**src/rtl/poly_frame_stats.sv**
```systemverilog
// poly_frame_stats: frames the poly_fun result stream and reports
// per-frame sum, min, max and sample count over valid/ready.
module poly_frame_stats #(
  parameter int WIDTH     = 16,
  parameter int FRAME_LEN = 8,
  parameter int ACC_WIDTH = 19,
  parameter int CNT_WIDTH = 4
) (
  input  logic                 clk,
  input  logic                 rst,
  input  logic                 in_valid,
  output logic                 in_ready,
  input  logic [WIDTH-1:0]     in_data,
  input  logic                 flush,
  output logic                 out_valid,
  input  logic                 out_ready,
  output logic [ACC_WIDTH-1:0] out_sum,
  output logic [WIDTH-1:0]     out_min,
  output logic [WIDTH-1:0]     out_max,
  output logic [CNT_WIDTH-1:0] out_count
);

  typedef enum logic {ACCUM, HOLD} state_t;

  localparam logic [CNT_WIDTH-1:0] FULL = CNT_WIDTH'(FRAME_LEN);

  state_t               state_q, state_d;
  logic [ACC_WIDTH-1:0] sum_q, sum_d;
  logic [CNT_WIDTH-1:0] cnt_q, cnt_d;
  logic [WIDTH-1:0]     min_q, min_d;
  logic [WIDTH-1:0]     max_q, max_d;
  logic [ACC_WIDTH-1:0] osum_q, osum_d;
  logic [WIDTH-1:0]     omin_q, omin_d;
  logic [WIDTH-1:0]     omax_q, omax_d;
  logic [CNT_WIDTH-1:0] ocnt_q, ocnt_d;

  logic                 take;
  logic                 close;
  logic [ACC_WIDTH-1:0] sext;
  logic [ACC_WIDTH-1:0] nsum;
  logic [CNT_WIDTH-1:0] ncnt;
  logic [WIDTH-1:0]     nmin;
  logic [WIDTH-1:0]     nmax;

  assign in_ready  = (state_q == ACCUM);
  assign out_valid = (state_q == HOLD);
  assign out_sum   = osum_q;
  assign out_min   = omin_q;
  assign out_max   = omax_q;
  assign out_count = ocnt_q;

  // Running values as they would look after accepting in_data now;
  // the first sample of a frame seeds both extremes.
  assign take = in_valid && in_ready;
  assign sext = {{(ACC_WIDTH-WIDTH){in_data[WIDTH-1]}}, in_data};
  assign nsum = sum_q + sext;
  assign ncnt = cnt_q + 1'b1;
  assign nmin = (cnt_q == '0 || $signed(in_data) < $signed(min_q))
              ? in_data : min_q;
  assign nmax = (cnt_q == '0 || $signed(in_data) > $signed(max_q))
              ? in_data : max_q;
  assign close = in_ready
              && ((take && ncnt == FULL)
               || (flush && (cnt_q != '0 || take)));

  // Next-state and result capture; a closing frame also clears the
  // accumulators so ACCUM restarts clean after the hand-off.
  always_comb begin
    state_d = state_q;
    sum_d   = sum_q;
    cnt_d   = cnt_q;
    min_d   = min_q;
    max_d   = max_q;
    osum_d  = osum_q;
    omin_d  = omin_q;
    omax_d  = omax_q;
    ocnt_d  = ocnt_q;
    unique case (state_q)
      ACCUM: begin
        if (take) begin
          sum_d = nsum;
          cnt_d = ncnt;
          min_d = nmin;
          max_d = nmax;
        end
        if (close) begin
          state_d = HOLD;
          osum_d  = take ? nsum : sum_q;
          ocnt_d  = take ? ncnt : cnt_q;
          omin_d  = take ? nmin : min_q;
          omax_d  = take ? nmax : max_q;
          sum_d   = '0;
          cnt_d   = '0;
        end
      end
      HOLD: begin
        if (out_ready) state_d = ACCUM;
      end
      default: state_d = ACCUM;
    endcase
  end

  // State and datapath registers.
  always_ff @(posedge clk or posedge rst) begin
    if (rst) begin
      state_q <= ACCUM;
      sum_q   <= '0;
      cnt_q   <= '0;
      min_q   <= '0;
      max_q   <= '0;
      osum_q  <= '0;
      omin_q  <= '0;
      omax_q  <= '0;
      ocnt_q  <= '0;
    end else begin
      state_q <= state_d;
      sum_q   <= sum_d;
      cnt_q   <= cnt_d;
      min_q   <= min_d;
      max_q   <= max_d;
      osum_q  <= osum_d;
      omin_q  <= omin_d;
      omax_q  <= omax_d;
      ocnt_q  <= ocnt_d;
    end
  end

endmodule

```
**config.mk**
```make
export PLATFORM = sky130hd
export DESIGN_NAME = poly_frame_stats
export DESIGN_NICKNAME = d
export VERILOG_FILES = /design/src/rtl/poly_frame_stats.sv
export SDC_FILE = /design/constraint.sdc
export NUM_CORES = 1
export LEC_CHECK = 0
export BUFFER_PORTS_ARGS = -buffer_cell sky130_fd_sc_hd__buf_4
export CAP_MARGIN = 20
export CORE_AREA = 2 2 93 131
export DETAILED_ROUTE_END_ITERATION = 8
export DIE_AREA = 0 0 95 133
export HOLD_SLACK_MARGIN = 0.06
export PLACE_DENSITY_LB_ADDON = 0.12
export SYNTH_ARGS = -nofsm -noshare
export SYNTH_HDL_FRONTEND = slang
export SYNTH_SLANG_ARGS = --single-unit
```
**constraint.sdc**
```tcl
create_clock -name clk -period 10.9 [get_ports clk]
set_clock_uncertainty 0.2 [all_clocks]
set_input_delay 1.635 -clock clk [delete_from_list [all_inputs] [get_ports clk]]
set_output_delay 1.635 -clock clk [all_outputs]
set_load 0.1 [all_outputs]
```
; Yosys cells after proc, flatten, opt, wreduce, memory -nomap -nowiden
; Cells that the tools add are included.
[totals]
regBits = 111
input_bits = 21
word_cells = 37
[op_classes]
n_addsub = 2
magnitude_cmp = 2
eq_ne = 1
mux = 11
n_bitwise = 1
reduce_logical = 11
[op_table]
columns = operator, count
row1 = $mux W16, 4
row2 = $mux W19, 2
row3 = $add A19 B19 Y19, 1
row4 = $gt A16 B16 Y1, 1
row5 = $lt A16 B16 Y1, 1
row6 = $mux W4, 2
row7 = $add A4 B1 Y4 const B, 1
row8 = $eq A4 B4 Y1 const B, 1
row9 = $logic_and A1 B1 Y1, 4
row10 = $logic_not A4 Y1, 1
row11 = $logic_or A1 B1 Y1, 4
row12 = $reduce_bool A4 Y1, 1
row13 = $mux W1, 2
row14 = $pmux W1 S2, 1
row15 = $reduce_and A2 Y1, 1
row16 = $not A1 Y1, 1

; Longest topological paths before layout
[depth]
ltp_word = 8
mapped_depth = 11
ltp_nobuf = 10

; Worst setup path after synthesis
; No wires, ideal clock.
[synth_timing]
kind = input port to flip-flop
startpoint = input port in_data[0]
endpoint = register sum_q[18]
setup_ps = 104
t_arrival_ps = 3752
t_required_ps = 10596
path_slack_ps = 6844
cell_stages = 10
path_buffers = 0
cell_sequence = ha_1 -> inv_1 -> fa_1 -> and2b_1 -> o2111ai_1 -> a32oi_2 -> a211oi_2 -> or3_1 -> nor3b_1 -> o311ai_1
[synth_between]
elab_chain_len = 3
[synth_lines]
columns = item, line
row1 = from (decl), 13  ; input logic [WIDTH-1:0] in_data,
row2 = $add A19 B19 Y19, 56  ; assign nsum = sum_q + sext;
row3 = $mux W19, 80  ; if (take) begin
row4 = $mux W19, 86  ; if (close) begin
row5 = to (signal assigned), 117  ; sum_q <= sum_d;
row6 = to (decl), 28  ; logic [ACC_WIDTH-1:0] sum_q, sum_d;
; Every way passes these cells.
; A chain may end at the register's enable or synchronous reset.

; Worst setup path in the final report
[layout_timing]
startpoint = input port in_valid
endpoint = register omin_q[0] (netlist: out_min[0])
[layout_between]
elab_chain_len = 6
[layout_lines]
columns = item, line
row1 = from (decl), 11  ; input logic in_valid,
row2 = $logic_and A1 B1 Y1 *, 54  ; assign take = in_valid && in_ready;
row3 = $logic_or A1 B1 Y1, 64  ; || (flush && (cnt_q != '0 || take)));
row4 = $logic_and A1 B1 Y1, 64
row5 = $logic_or A1 B1 Y1, 64
row6 = $logic_and A1 B1 Y1, 63  ; && ((take && ncnt == FULL)
row7 = $reduce_and A2 Y1 (no source line), n/a
row8 = to (signal assigned), 122  ; omin_q <= omin_d;
row9 = to (decl), 33  ; logic [WIDTH-1:0] omin_q, omin_d;
; Mark *: on every way between the ends. The rest lies on a longest branch, timed or not.

==> flow_metrics.env <==
export IMPL_outcome="completed"
export IMPL_r2r_endpoint="out_min[0]"
export IMPL_dp_hpwl_mm=11.1
export IMPL_clockRootBuffer="clkbuf_16"
export IMPL_std_cell_rows=47
export IMPL_timing_critical_path_required_ns=10.95
export IMPL_wire_per_inst_um=18.5
export IMPL_cts_reportedPaths_clkPinSlew_ns=0.08
export IMPL_timing_final_max_slew_violations=0
export IMPL_grt_remaining_overflow=0
export IMPL_global_route_wire_length_before_repair_mm=26.3
export IMPL_vias=5285
export IMPL_insertedDiodeCount=0
export IMPL_drt_iter0_drc=236
export IMPL_timing_rr_start="out_valid"
export IMPL_yosys_warnings=0
export IMPL_nFillCells=943
export IMPL_finalWorstPathRequiredPeriod_ns=4.21
export IMPL_period_share=0.387
export IMPL_core_area_um2=11600
export IMPL_wirelength_mm=15.9
export IMPL_design_final_nets=780
export IMPL_worst_hold_path_type="reg2reg"
export IMPL_grtUsageTotal=0.265
export IMPL_timing_hold_violations_final=0
export IMPL_firstDrtPassIters=5
export IMPL_setup_tns_final_ns=0
export IMPL_cts_buffers_inserted=9
export IMPL_critPathMaxFanout=48
export IMPL_fraction_of_layout_cells_with_a_size_suffix_above_1=0.253
export IMPL_slew_headroom=0.316
export IMPL_die_h_um=133
export IMPL_worstHoldStart="out_sum[10]"
export IMPL_origin_of_the_worst_setup_path="in_valid"
export IMPL_die_w_um=95
export IMPL_grt_max_degree=84
export IMPL_placement_cell_area_um2=7190
export IMPL_syn_avg_cell_area_um2=10.2
export IMPL_setup_worst_path_class="in2reg"
export IMPL_instances_no_fill=858
export IMPL_reg2reg_slack_ns=7.51
export IMPL_postSynthCellCount=638
export IMPL_end_kind="register"
export IMPL_grt_antenna_before_repair=0
export IMPL_grt_setup_unrepaired="false"
export IMPL_die_area_um2=12600
export IMPL_maxCapViolations=0
export IMPL_via_count_of_the_first_global_routing_pass=5295
export IMPL_gp_congestion=0.883
export IMPL_start_util=0.561
export IMPL_min_to="out_sum[10]"
export IMPL_synth_seq_cells=111
export IMPL_synth_edf_count=0
export IMPL_synthArstFlopShare=1.00
export IMPL_max_slew_worst_pin_slew_ns=1.03
export IMPL_synth_net_count=712
export IMPL_final_core_util=0.650
export IMPL_route_detailed_vias_per_inst=6.16
export IMPL_dpl_cell_count=841
export IMPL_pin_count=78
export IMPL_post_cts_setup_buffer_count=0
export IMPL_finalSetupViolations=0
export IMPL_antenna_left=0
export IMPL_tritoncts="yes"
export IMPL_maxClockFrequency_mhz=237
export IMPL_worstPathArrival_ns=4.26
export IMPL_synthDistinctLibCells=65
export IMPL_dominantRegCellSynth="dfrtp_1"
export IMPL_post_cts_resized_instances=0
export IMPL_insertion_delay_ns=0.36
export IMPL_holdBufCountCts=0
export IMPL_drc=0
export IMPL_cts_max_level=3
export IMPL_buffer_ports_inserted=77
export IMPL_crit_path_start_kind="input pin"
export IMPL_numClockSinks=111
export IMPL_fin_area_um2=7530
export IMPL_synth_sequential_area_ratio=0.427
export IMPL_synth_area_um2=6500
export IMPL_rr_worst_depth=7
export IMPL_layout_area_overhead_vs_synth_pct=15.8
export IMPL_max_clock_path_buffers=2
export IMPL_worst_hold_path_num_cells=2
==> logic make-up (layout without fill, tap and decap cells) <==
logic type | after synthesis | after routing | share of synthesized area
mux | 52 | 52 | 0.0944
xor+xnor | 21 | 21 | 0.0283
buf+inv | 72 | 145 | 0.0451
flops | 111 | 111 | 0.427
fa+ha+maj | 53 | 53 | 0.103
compound gates | 180 | 180 | 0.192
simple gates | 149 | 149 | 0.110
==> flip-flops by register name (all words and copies together), names as in the netlist <==
| register | cells |
|---|---|
| cnt_q | 4 |
| out_sum | 19 |
| min_q | 16 |
| out_max | 16 |
| out_valid | 1 |
| out_count | 4 |
| max_q | 16 |
| out_min | 16 |
| sum_q | 19 |
==> layout make-up <==
type                       count  area, um^2  share of cell area
multi-input combinational    455        3430               0.456
sequential                   111        2780               0.369
timing repair buffer          85         662              0.0879
clock buffer                   9         225              0.0299
tap                          147         184              0.0244
inverter                      44         168              0.0223
clock inverter                 7        78.8              0.0105
==> cells in the mapped netlist (all sizes together) (3+ instances only) <==
cell,number,area share
dfrtp,111,0.43
nand2,70,0.041
ha,52,0.10
mux2,47,0.087
inv,44,0.025
o21ai,44,0.034
a21oi,32,0.025
nor2,30,0.017
o221a,18,0.031
a22o,16,0.022
clkbuf,16,0.0092
o22ai,16,0.015
xnor2,16,0.022
a31oi,14,0.013
a21o,12,0.014
buf,12,0.010
nand4,12,0.013
nand3,11,0.011
mux2i,5,0.0077
nor3,5,0.0039
o31ai,5,0.0058
xor2,5,0.0067
nor2b,4,0.0039
or3,4,0.0039
a211oi,3,0.0042
==> placed cells by master (no fill, tap or decap), types with 9 or more instances in the layout <==
cell type,n
mux2_4,9
o221a_2,17
a22o_1,16
mux2_2,38
a21o_1,12
a21oi_1,32
dfrtp_1,111
a31oi_1,14
inv_1,43
ha_1,52
nand3_1,9
clkbuf_16,9
o21ai_0,42
o22ai_1,16
nand4_1,11
nand2_1,69
xnor2_1,16
nor2_1,30
buf_4,83
==> worst max path at each step <==
stage                  endpoint  slack, ns  depth (start not counted)
global route         out_min[4]       6.53                          8
global placement    out_min[14]       6.36                          8
floorplan              cnt_q[0]       6.13                          1
finish               out_min[0]       6.69                          8
CTS                 out_min[14]       6.71                          8
detailed placement   out_min[0]       6.34                          8
==> metal layers <==
layer	wire length (um)	track usage	part of all wire
met3	657	0.0342	0.041
met4	442	0.108	0.028
met5	0	0	0
met2	8040	0.439	0.51
met1	6750	0.347	0.42
==> worst max-delay path, cell delays in order <==
cell     delay, ns
buf_4         0.10
nor2b_2       0.12
buf_4         0.32
a41o_2        0.32
and2_2        0.15
buf_4         0.48
nand3_1       0.65
o221a_2       0.47
==> metrics by stage <==
step | hold slack, ns | setup WS, ns
finish | 0.282 | 6.69
global route | 0.311 | 6.53
detailed placement | 0.273 | 6.34
CTS | 0.290 | 6.71
floorplan | 0.277 | 6.13
global placement | 0.264 | 6.36
Power is not shown: default switching activity piles up to over one toggle a cycle in this logic, so the estimate is an artifact.
